===== config.mk =====
export PLATFORM = sky130hd
export DESIGN_NAME = instr_mem_loader
export DESIGN_NICKNAME = d
export VERILOG_FILES = /design/src/rtl/instr_mem_loader_pkg.sv /design/src/rtl/instr_mem_loader_checksum.sv /design/src/rtl/instr_mem_loader.sv
export SDC_FILE = /design/constraint.sdc
export NUM_CORES = 1
export LEC_CHECK = 0
export CORE_MARGIN = 2
export CORE_UTILIZATION = 52
export CTS_CLUSTER_DIAMETER = 200
export DETAILED_ROUTE_END_ITERATION = 10
export PLACE_DENSITY = 0.79
export SLEW_MARGIN = 20
export SYNTH_ARGS = -nofsm -noshare
export SYNTH_HDL_FRONTEND = slang
export SYNTH_SLANG_ARGS = --single-unit
export TNS_END_PERCENT = 20

===== constraint.sdc =====
create_clock -name clock -period 2.1 [get_ports clock]
set_input_delay 0.42 -clock clock [delete_from_list [all_inputs] [get_ports clock]]
set_output_delay 0.42 -clock clock [all_outputs]
set_load 0.05 [all_outputs]

===== src/rtl/instr_mem_loader_pkg.sv =====
// Shared definitions for the instruction memory loader: default widths and FSM state encodings.
package instr_mem_loader_pkg;

    localparam int DEF_ADDR_W    = 8;
    localparam int DEF_DATA_W    = 8;
    localparam int DEF_MEM_DEPTH = 256;

    typedef enum logic [2:0] {
        S_IDLE = 3'd0,
        S_LEN  = 3'd1,
        S_DATA = 3'd2,
        S_CSUM = 3'd3,
        S_DONE = 3'd4,
        S_ERR  = 3'd5
    } state_t;

    // States in which the loader takes bytes from the source.
    function automatic logic is_stream_state(input state_t s);
        logic r;
        case (s)
            S_LEN, S_DATA, S_CSUM: r = 1'b1;
            default:               r = 1'b0;
        endcase
        return r;
    endfunction

endpackage


===== src/rtl/instr_mem_loader_checksum.sv =====
// 8-bit running-sum accumulator with clear/enable and a compare output.
// Only built when LOADER_CHECKSUM_EN is defined; otherwise this file is empty.
`ifdef LOADER_CHECKSUM_EN
module instr_mem_loader_checksum #(
    parameter int DATA_W = 8
) (
    input  logic              clock,
    input  logic              reset_n,
    input  logic              clear,
    input  logic              enable,
    input  logic [DATA_W-1:0] data,
    input  logic [DATA_W-1:0] expected,
    output logic              match
);

    logic [DATA_W-1:0] sum_r;

    // Accumulate data bytes modulo 2^DATA_W.
    always_ff @(posedge clock or negedge reset_n) begin
        if (!reset_n) begin
            sum_r <= DATA_W'(0);
        end else if (clear) begin
            sum_r <= DATA_W'(0);
        end else if (enable) begin
            sum_r <= sum_r + data;
        end else begin
            sum_r <= sum_r;
        end
    end

    assign match = (sum_r == expected);

endmodule
`endif


===== src/rtl/instr_mem_loader.sv =====
// Instruction memory loader: length-prefixed byte stream -> memory writes at 0..L-1, holds the CPU until done.
// Optional checksum trailer byte enabled by LOADER_CHECKSUM_EN.
module instr_mem_loader
    import instr_mem_loader_pkg::*;
#(
    parameter int ADDR_W    = DEF_ADDR_W,
    parameter int DATA_W    = DEF_DATA_W,
    parameter int MEM_DEPTH = DEF_MEM_DEPTH
) (
    input  logic              clock,
    input  logic              reset_n,
    input  logic              start,
    input  logic              in_valid,
    input  logic [DATA_W-1:0] in_data,
    output logic              in_ready,
    output logic              wr_en,
    output logic [ADDR_W-1:0] wr_addr,
    output logic [DATA_W-1:0] wr_data,
    output logic              cpu_hold,
    output logic              done,
    output logic              error
);

    state_t            state_r, state_s;
    logic [ADDR_W-1:0] count_r, count_s;
    logic [ADDR_W-1:0] length_r, length_s;

    logic              in_ready_r, in_ready_s;
    logic              wr_en_r, wr_en_s;
    logic [ADDR_W-1:0] wr_addr_r, wr_addr_s;
    logic [DATA_W-1:0] wr_data_r, wr_data_s;
    logic              cpu_hold_r, cpu_hold_s;
    logic              done_r, done_s;
    logic              error_r, error_s;

    logic xfer_s;
    logic last_s;

    assign xfer_s = in_valid && in_ready_r;
    assign last_s = (count_r == (length_r - ADDR_W'(1)));

`ifdef LOADER_CHECKSUM_EN
    logic csum_match_s;
    logic csum_clear_s;
    logic csum_enable_s;

    assign csum_clear_s  = (state_s == S_LEN) && (state_r != S_LEN);
    assign csum_enable_s = (state_r == S_DATA) && xfer_s;

    instr_mem_loader_checksum #(
        .DATA_W (DATA_W)
    ) u_checksum (
        .clock    (clock),
        .reset_n  (reset_n),
        .clear    (csum_clear_s),
        .enable   (csum_enable_s),
        .data     (in_data),
        .expected (in_data),
        .match    (csum_match_s)
    );
`endif

    // State, counter and length registers.
    always_ff @(posedge clock or negedge reset_n) begin
        if (!reset_n) begin
            state_r  <= S_IDLE;
            count_r  <= ADDR_W'(0);
            length_r <= ADDR_W'(0);
        end else begin
            state_r  <= state_s;
            count_r  <= count_s;
            length_r <= length_s;
        end
    end

    // Next-state, counter and length logic.
    always_comb begin
        state_s  = state_r;
        count_s  = count_r;
        length_s = length_r;
        case (state_r)
            S_IDLE: begin
                if (start) begin
                    state_s = S_LEN;
                end else begin
                    state_s = S_IDLE;
                end
            end
            S_LEN: begin
                if (!xfer_s) begin
                    state_s = S_LEN;
                end else if (in_data == DATA_W'(0)) begin
`ifdef LOADER_CHECKSUM_EN
                    state_s = S_CSUM;
`else
                    state_s = S_DONE;
`endif
                end else if (int'(in_data) > MEM_DEPTH) begin
                    state_s = S_ERR;
                end else begin
                    length_s = ADDR_W'(in_data);
                    count_s  = ADDR_W'(0);
                    state_s  = S_DATA;
                end
            end
            S_DATA: begin
                if (xfer_s) begin
                    count_s = count_r + ADDR_W'(1);
                    if (last_s) begin
`ifdef LOADER_CHECKSUM_EN
                        state_s = S_CSUM;
`else
                        state_s = S_DONE;
`endif
                    end else begin
                        state_s = S_DATA;
                    end
                end else begin
                    state_s = S_DATA;
                end
            end
`ifdef LOADER_CHECKSUM_EN
            S_CSUM: begin
                if (!xfer_s) begin
                    state_s = S_CSUM;
                end else if (csum_match_s) begin
                    state_s = S_DONE;
                end else begin
                    state_s = S_ERR;
                end
            end
`endif
            S_DONE, S_ERR: begin
                if (start) begin
                    state_s = S_LEN;
                end else begin
                    state_s = state_r;
                end
            end
            // Unreachable encodings park in ERR with the CPU held.
            default: begin
                state_s = S_ERR;
            end
        endcase
    end

    // Next values of the registered outputs; done/error lag state entry by one cycle.
    always_comb begin
        in_ready_s = is_stream_state(state_s);
        wr_en_s    = (state_r == S_DATA) && xfer_s;
        done_s     = (state_r == S_DONE) && (state_s == S_DONE);
        error_s    = (state_r == S_ERR) && (state_s == S_ERR);
        cpu_hold_s = !done_s;
        if (wr_en_s) begin
            wr_addr_s = count_r;
            wr_data_s = in_data;
        end else begin
            wr_addr_s = wr_addr_r;
            wr_data_s = wr_data_r;
        end
    end

    // Output registers.
    always_ff @(posedge clock or negedge reset_n) begin
        if (!reset_n) begin
            in_ready_r <= 1'b0;
            wr_en_r    <= 1'b0;
            wr_addr_r  <= ADDR_W'(0);
            wr_data_r  <= DATA_W'(0);
            cpu_hold_r <= 1'b1;
            done_r     <= 1'b0;
            error_r    <= 1'b0;
        end else begin
            in_ready_r <= in_ready_s;
            wr_en_r    <= wr_en_s;
            wr_addr_r  <= wr_addr_s;
            wr_data_r  <= wr_data_s;
            cpu_hold_r <= cpu_hold_s;
            done_r     <= done_s;
            error_r    <= error_s;
        end
    end

    assign in_ready = in_ready_r;
    assign wr_en    = wr_en_r;
    assign wr_addr  = wr_addr_r;
    assign wr_data  = wr_data_r;
    assign cpu_hold = cpu_hold_r;
    assign done     = done_r;
    assign error    = error_r;

endmodule


# [Word level (Yosys, flattened, before mapping)]
# Cells that the tools add are included.
[classes] n_reduce_logical=12 n_eq_ne=13 bitwise_logic=1 mux=12 n_addsub=2
[op_table] op="two-way mux 8 bit" count=3
[op_table] op="case mux 8 bit (2 select lines)" count=1
[op_table] op="two-way mux 3 bit" count=5
[op_table] op="== test 3 bit (second input constant)" count=4
[op_table] op="case mux 3 bit (4 select lines)" count=1
[op_table] op="== test 3 x 2 -> 1 bit (second input constant)" count=3
[op_table] op="adder 8 x 1 -> 8 bit (second input constant)" count=1
[op_table] op="== test 8 bit" count=1
[op_table] op="logical NOT 8 bit" count=1
[op_table] op="subtractor 8 x 1 -> 8 bit (second input constant)" count=1
[op_table] op="== test 3 x 1 -> 1 bit (second input constant)" count=2
[op_table] op="inequality test 2 bit (second input constant)" count=3
[op_table] op="logical AND 1 bit" count=4
[op_table] op="AND reduction 4 bit" count=1
[op_table] op="logical NOT 3 bit" count=1
[op_table] op="AND reduction 3 bit" count=1
[op_table] op="OR reduction 3 bit" count=1
[op_table] op="two-way mux 1 bit" count=2
[op_table] op="nonzero test 2 bit" count=1
[op_table] op="OR reduction 2 bit" count=1
[op_table] op="logical NOT 1 bit" count=1
[op_table] op="NOT 1 bit" count=1
[word_totals] register_bits=40 inputBits=12 wordCells=50 output_inout_bits=21

# [Depth between registers and ports, before layout]
# Gate-level depths: netlist of the first run.
[depth] word_depth=8 ltp_mapped=7 depth_no_buf=7

# [Least setup slack after synthesis of the first run]
# No wires, ideal clock.
[synth_path] path_kind="flip-flop to flip-flop" from="reg in_ready_r (netlist: in_ready)" to="reg count_r[0]" arrival_ns=1.812 path_buffers=0 setup_ns=0.125 slack_ns=0.163 path_stages_with_launch=5 synth_period_minus_slack_ns=1.937 t_required_ns=1.975 path_cell_list="dfrtp_1 nand2_1 a2111oi_2 nor2_1 mux2_2"
[synth_between] elab_chain_cells=3 elab_cells_between_ends=4 classes_between="2 x eq/ne; 2 x reduce/logical"
[synth_rtl] item="from (decl)" line_no="instr_mem_loader.sv:28" source="logic in_ready_r, in_ready_s;"
[synth_rtl] item="from (signal assigned)" line_no="instr_mem_loader.sv:174" source="in_ready_r <= in_ready_s;"
[synth_rtl] item="logical AND 1 bit (*)" line_no="instr_mem_loader.sv:39" source="assign xfer_s = in_valid && in_ready_r;"
[synth_rtl] item="inequality test 2 bit (no source line)"
[synth_rtl] item="AND reduction 4 bit (no source line) (*)"
[synth_rtl] item="to (signal assigned)" line_no="instr_mem_loader.sv:71" source="count_r <= count_s;"
[synth_rtl] item="to (decl)" line_no="instr_mem_loader.sv:25" source="logic [ADDR_W-1:0] count_r, count_s;"
# Mark *: on every way between the ends. The rest lies on a longest branch, timed or not.
# A chain may end at the register's enable or synchronous reset.

# [Final worst setup path of the first run]
[layout_path] from="in in_data[5]" to="reg in_ready_r (netlist: in_ready)"
[layout_between] elab_chain_cells=7 elab_cells_between_ends=9 classes_between="3 x eq/ne; 4 x mux; 2 x reduce/logical"
[layout_rtl] item="from (decl)" line_no="instr_mem_loader.sv:14" source="input logic [DATA_W-1:0] in_data,"
[layout_rtl] item="logical NOT 8 bit (*)" line_no="instr_mem_loader.sv:92" source="end else if (in_data == DATA_W'(0)) begin"
[layout_rtl] item="two-way mux 3 bit (*)" line_no="instr_mem_loader.sv:92"
[layout_rtl] item="two-way mux 3 bit (*)" line_no="instr_mem_loader.sv:90" source="if (!xfer_s) begin"
[layout_rtl] item="case mux 3 bit (4 select lines) (*)" line_no="instr_mem_loader.sv:81" source="case (state_r)"
[layout_rtl] item="== test 3 x 1 -> 1 bit / == test 3 x 2 -> 1 bit (equally long branches)" line_no="instr_mem_loader_pkg.sv:20" source="case (s)"
[layout_rtl] item="OR reduction 3 bit (*)" line_no="instr_mem_loader_pkg.sv:20"
[layout_rtl] item="two-way mux 1 bit (*)" line_no="instr_mem_loader_pkg.sv:20"
[layout_rtl] item="via in_ready_s" line_no="instr_mem_loader.sv:28"
# Mark *: on every way through the listed nets, which the timed path passes. The rest lies on a longest branch.

==> impl_metrics.tcl, run 1 <==
set metrics [dict create \
    status "completed" \
    area_delta_synth_final_pct 24.5 \
    post_cts_buffers 0 \
    max_clock_freq_ghz 0.502 \
    syn-cell-area_um2 1880 \
    r2r_setup_slack_ns 0.20 \
    maxSlewViolCount 0 \
    place.gp.congestion 0.824 \
    yosysUniqueCellTypes 42 \
    layout.nets 222 \
    initial_core_util 0.552 \
    routed_wl_um 4110 \
    cp-start-kind "input port" \
    worst_clock_skew_ns 0.0108 \
    std_cell_rows 21 \
    ys_ff_latch 40 \
    num_vias 1421 \
    fin_hold_ws_ns 0.0502 \
    synth_top_area_frac 0.518 \
    cts_sinks 40 \
    grt_pass1_wl_um 7170 \
    ys_seq_area_frac 0.532 \
    drv_cap 0 \
    layout_commonest_cell "dfrtp_1" \
    dpl.hpwl_um 2980 \
    p_comb_frac 0.437 \
    drt_iter0_drc 78 \
    syn-num-nets 180 \
    io_pins 33 \
    yosysTopAreaCell "dfrtp_1" \
    wire_per_inst_um 16.2 \
    core_um2 3420 \
    power_density_nw_per_um2 1200 \
    grt_pass1_vias 1490 \
    crit_required_ns 2.33 \
    cts_tree "done" \
    fill_cells 268 \
    design.die.area_um2 4120 \
    setup_viol 0 \
    ctsLongestPathBuffers 2 \
    ys_warn_count 0 \
    ir_worst_vdd_mv 0.872 \
    synth_edf_count 0 \
    first_pass_iters 4 \
    clk_latency_ns 0.36 \
    syn_avg_cell_area_um2 11.4 \
    drtAntennaViolNets 0 \
    vias_per_cell 5.59 \
    max_slew_margin 0.572 \
    fin_crit_ns 1.99 \
    worst_ep_arrival_time_ns 2.22 \
    period_share 0.949 \
    grtUsageTotal 0.234 \
    timing.rr.end "state_r[1]" \
    clk_pin_slew_ns 0.11 \
    h-tree-depth 2 \
    setup_tns_ns 0 \
    rsz0062_at_grt "no" \
    hp-class "input port to asynchronous set/reset pin" \
    drive_above_1_share 0.197 \
    drc 0 \
    final_core_util 0.687 \
    synth_top_flop_cell "dfrtp_1" \
    critPathMaxFanout 3 \
    dp.cells 247 \
    syn_inst 166 \
    r2r-start "length_r[0]" \
    design_area_um2 2350 \
    die_x_um 64.2 \
    antenna_found_initial 0 \
    tightest_slew_ns 0.635 \
    pwr-share-clk 0.154 \
    antenna_cells 0 \
    power_switching_w 0.00116 \
    end_kind "register" \
    hold_violations 0 \
    cts_inserted_buffers 5 \
    p_int_w 0.00166 \
    synth_async_sr_flop_share 1.00 \
    placed_cell_area_um2 2280 \
    mostFrequentLayoutCells "dfrtp_1, clkdlybuf4s50_1, nand2_1" \
    p_seq_frac 0.410 \
    port_buffers 32 \
    p_leak_nw 1.06 \
    layoutNonFillerInstCount 254 \
    power.share.switching 0.412 \
    yosys-top-cells-area "dfrtp_1, mux2_2, xnor2_1" \
    grt_overflow_total 0 \
    r2r_cells 5 \
    grt_max_degree 29 \
    fp.dieH_um 64.2 \
    crit_type "input port to register" \
    root_buffer "clkbuf_4" \
]
[cell usage after synthesis (3+ instances only)]
library cell,number
nand4_1,4
inv_1,4
xor2_1,6
mux2_2,17
nor2_1,15
o21ai_0,4
nand2b_1,4
xnor2_1,11
dfrtp_1,39
nand3_1,3
nand2_1,22
[cell type report]
class	instances	area, um^2	area share
clock buffer	7	65.1	0.0277
inverter	4	15.0	0.00640
multi-input combinational	117	832	0.355
sequential	40	1000	0.427
tap	46	57.6	0.0245
timing repair buffer	40	374	0.159
[worst max-delay path, stage by stage]
cell	delay (ns)
clkdlybuf4s50_1	0.46
nor4_1	0.61
a2111oi_2	0.22
buf_4	0.20
o31ai_1	0.24
a31oi_1	0.08
[layer usage]
metal | vias to the layer above | part of all wire | wire length [um] | global-route usage
met1 | 702 | 0.42 | 1740 | 0.306
met5 | - | 0 | 0 | 0
met2 | 51 | 0.50 | 2050 | 0.375
met4 | 0 | 0.017 | 68 | 0.0851
met3 | 5 | 0.059 | 244 | 0.0651
li1 | 663 | - | - | -
[cells by family after synthesis]
| group | count (synthesis) | synth area share |
|---|---|---|
| compound gates | 17 | 0.0710 |
| xor+xnor | 17 | 0.0790 |
| fa+ha+maj | 2 | 0.0133 |
| buf+inv | 9 | 0.0266 |
| flops | 40 | 0.532 |
| mux | 17 | 0.102 |
| simple gates | 64 | 0.177 |
[what timing repair did]
action,in CTS,in global routing
hold buffers,0,0
setup endpoints to repair,1,0
resized for setup,1,0
[power groups by stage]
stage               clock network (W)  logic, W  registers [W]
floorplan                           0  0.000636        0.00137
global placement                    0   0.00118        0.00116
detailed placement                  0   0.00122        0.00117
CTS                          0.000442   0.00123        0.00115
global route                 0.000479   0.00133        0.00119
finish                       0.000433   0.00123        0.00116
[per-stage QoR]
step                      setup slack, ns  power, W
after global routing               0.0564   0.00300
after CTS                           0.127   0.00283
final                               0.107   0.00282
after global placement             0.0197   0.00233
after detailed placement           -0.203   0.00239
after floorplan                     0.163   0.00200
[flip-flops by register name, indices dropped and copies added, names as in the netlist]
name,flops
cpu_hold,1
length_r,8
wr_addr,8
wr_en,1
wr_data,8
state_r,3
done,1
count_r,8
error,1
in_ready,1
[worst max path at each step]
stage	slack [ns]	start	cells past startpoint	end
after floorplan	0.16	in_ready	4	count_r[0]
after global placement	0.02	in_data[5]	6	in_ready
after detailed placement	-0.20	in_data[5]	6	in_ready
after CTS	0.13	wr_addr[0]	1	wr_addr[0]
after global routing	0.06	in_data[5]	6	in_ready
final	0.11	in_data[5]	6	in_ready
No activity file was read; power rests on OpenSTA's default activity.
==> inputs of run 2 (changes only) <==
--- a/config.mk
+++ b/config.mk
@@ -6,10 +6,11 @@
 export NUM_CORES = 1
 export LEC_CHECK = 0
 export CORE_MARGIN = 2
-export CORE_UTILIZATION = 52
+export CORE_UTILIZATION = 54
+export CTS_BUF_LIST = sky130_fd_sc_hd__clkbuf_8
 export CTS_CLUSTER_DIAMETER = 200
 export DETAILED_ROUTE_END_ITERATION = 10
-export PLACE_DENSITY = 0.79
+export PLACE_DENSITY = 0.81
 export SLEW_MARGIN = 20
 export SYNTH_ARGS = -nofsm -noshare
 export SYNTH_HDL_FRONTEND = slang
==> run 2 against run 1 <==
  * Core utilization grew 2.3 points
  * Clock-buffer cell count shrank 1
  * Clock power grew 18%
  * Total power grew 1.8%
  * Largest cell class unchanged
  * Largest power group unchanged
==> impl_metrics.tcl, run 2 (synthesis gave the netlist of run 1 again) <==
set metrics [dict create \
    status "completed" \
    power.share.switching 0.401 \
    grt_pass1_wl_um 6690 \
    placed_cell_area_um2 2280 \
    antenna_cells 0 \
    p_seq_frac 0.404 \
    pwr-share-clk 0.178 \
    ir_worst_vdd_mv 0.707 \
    std_cell_rows 21 \
    fill_cells 261 \
    io_pins 33 \
    vias_per_cell 5.49 \
    hp-class "input port to asynchronous set/reset pin" \
    grt_max_degree 41 \
    grt_pass1_vias 1405 \
    layout_commonest_cell "dfrtp_1" \
    p_int_w 0.00172 \
    h-tree-depth 2 \
    layout.nets 220 \
    slowest_delay_ns 0.78 \
    core_um2 3340 \
    p_comb_frac 0.417 \
    initial_core_util 0.565 \
    drt_iter0_drc 44 \
    crit_required_ns 1.68 \
    tightest_slew_ns 0.507 \
    power_density_nw_per_um2 1210 \
    root_buffer "clkbuf_8" \
    post_cts_buffers 0 \
    drc 0 \
    total_power_w 0.00287 \
    hold_violations 0 \
    crit_type "register to output port" \
    place.gp.congestion 0.875 \
    critPathMaxFanout 1 \
    path_cells "clkdlybuf4s50_1" \
    drive_above_1_share 0.184 \
    rsz0062_at_grt "no" \
    area_delta_synth_final_pct 25.8 \
    cts_hold_buf 0 \
    slowest_stage "clkdlybuf4s50_1" \
    maxSlewViolCount 0 \
    fin_crit_ns 2.02 \
    regArea_um2 1000 \
    clk_latency_ns 0.30 \
    period_share 0.960 \
    design_area_um2 2370 \
    design.die.area_um2 3980 \
    cts_inserted_buffers 5 \
    first_pass_iters 4 \
    crit_buf_inv 1 \
    p_leak_nw 1.07 \
    cts_sinks 40 \
    worst_clock_skew_ns 0.00471 \
    dpl.hpwl_um 2690 \
    grtUsageTotal 0.217 \
    cts_tree "done" \
    port_buffers 32 \
    ctsLongestPathBuffers 2 \
    worst_ep_arrival_time_ns 1.60 \
    power_switching_w 0.00115 \
    cp-start-kind "register" \
    drv_cap 0 \
    wire_per_inst_um 14.9 \
    ctsResizeCount 0 \
    num_vias 1390 \
    drtAntennaViolNets 0 \
    routed_wl_um 3770 \
    die_x_um 63.1 \
    grt_overflow_total 0 \
    max_clock_freq_ghz 0.496 \
    end_kind "output port" \
    fp.dieH_um 63.1 \
    mostFrequentLayoutCells "dfrtp_1, clkdlybuf4s50_1, nand2_1" \
    setup_viol 0 \
    antenna_found_initial 0 \
    cpLargestDelayFamily "buffers and inverters" \
    max_slew_margin 0.661 \
    multi_input_area_um2 832 \
    clk_pin_slew_ns 0.07 \
]
==> run 2: changes by cell type in the layout (fill, tap and decap cells not counted), sizes merged <==
cell | previous run | this run
dlygate4sd2 | 1 | 0
inv | 4 | 6
buf | 9 | 7
clkdlybuf4s50 | 30 | 31
clkbuf | 7 | 6
==> run 2: worst register-to-register path, delay by kind of cell (launching register included) <==
family / cells / cell delay, ns
AO/OA/AOI/OAI: 2 / 0.48
XOR/XNOR: 1 / 0.12
flip-flops: 1 / 0.43
AND/OR/NAND/NOR: 2 / 0.74
==> run 2: layout make-up <==
type | instances | area share
sequential | 40 | 0.423
multi-input combinational | 117 | 0.351
timing repair buffer | 38 | 0.157
clock buffer | 6 | 0.0348
tap | 46 | 0.0243
inverter | 4 | 0.00634
clock inverter | 2 | 0.00317
==> run 2: power groups by stage <==
stage                     sequential, W  combinational [W]  clock, W
after detailed placement        0.00117            0.00119         0
after global routing            0.00119            0.00129  0.000562
after CTS                       0.00116            0.00120  0.000532
after floorplan                 0.00137           0.000636         0
final                           0.00116            0.00120  0.000512
after global placement          0.00116            0.00118         0
==> run 2: path summary, 6_finish.rpt <==
path | start | endpoint | slack [ns] | cells after the start
setup / recovery | cpu_hold | cpu_hold | 0.08 | 1
hold / removal | reset_n | done | 0.08 | 2
setup reg to reg | length_r[0] | state_r[1] | 0.19 | 5
hold reg to reg | wr_addr[5] | wr_addr[5] | 0.51 | 1
max in group asynchronous | reset_n | cpu_hold | 1.77 | 2
min in group clock | wr_addr[5] | wr_addr[5] | 0.51 | 1
==> run 2: metrics by stage <==
stage | util | hold WS, ns | TNS, ns | setup WS, ns | std cells
after floorplan | - | 0.124 | 0 | 0.163 | 166
after global placement | 0.683 | 0.401 | -0.0174 | -0.0174 | 245
after detailed placement | 0.683 | 0.403 | -0.0700 | -0.0366 | 245
after CTS | 0.710 | 0.0834 | 0 | 0.0700 | 253
after global routing | 0.710 | 0.104 | 0 | 0.0452 | 253
final | 0.710 | 0.0805 | 0 | 0.0834 | 253
==> run 2: layer usage <==
metal	global-route usage	wire length, um	share of wire
met5	0	0	0
met4	0.0694	50	0.013
met3	0.0661	180	0.048
met2	0.347	1840	0.49
met1	0.285	1700	0.45
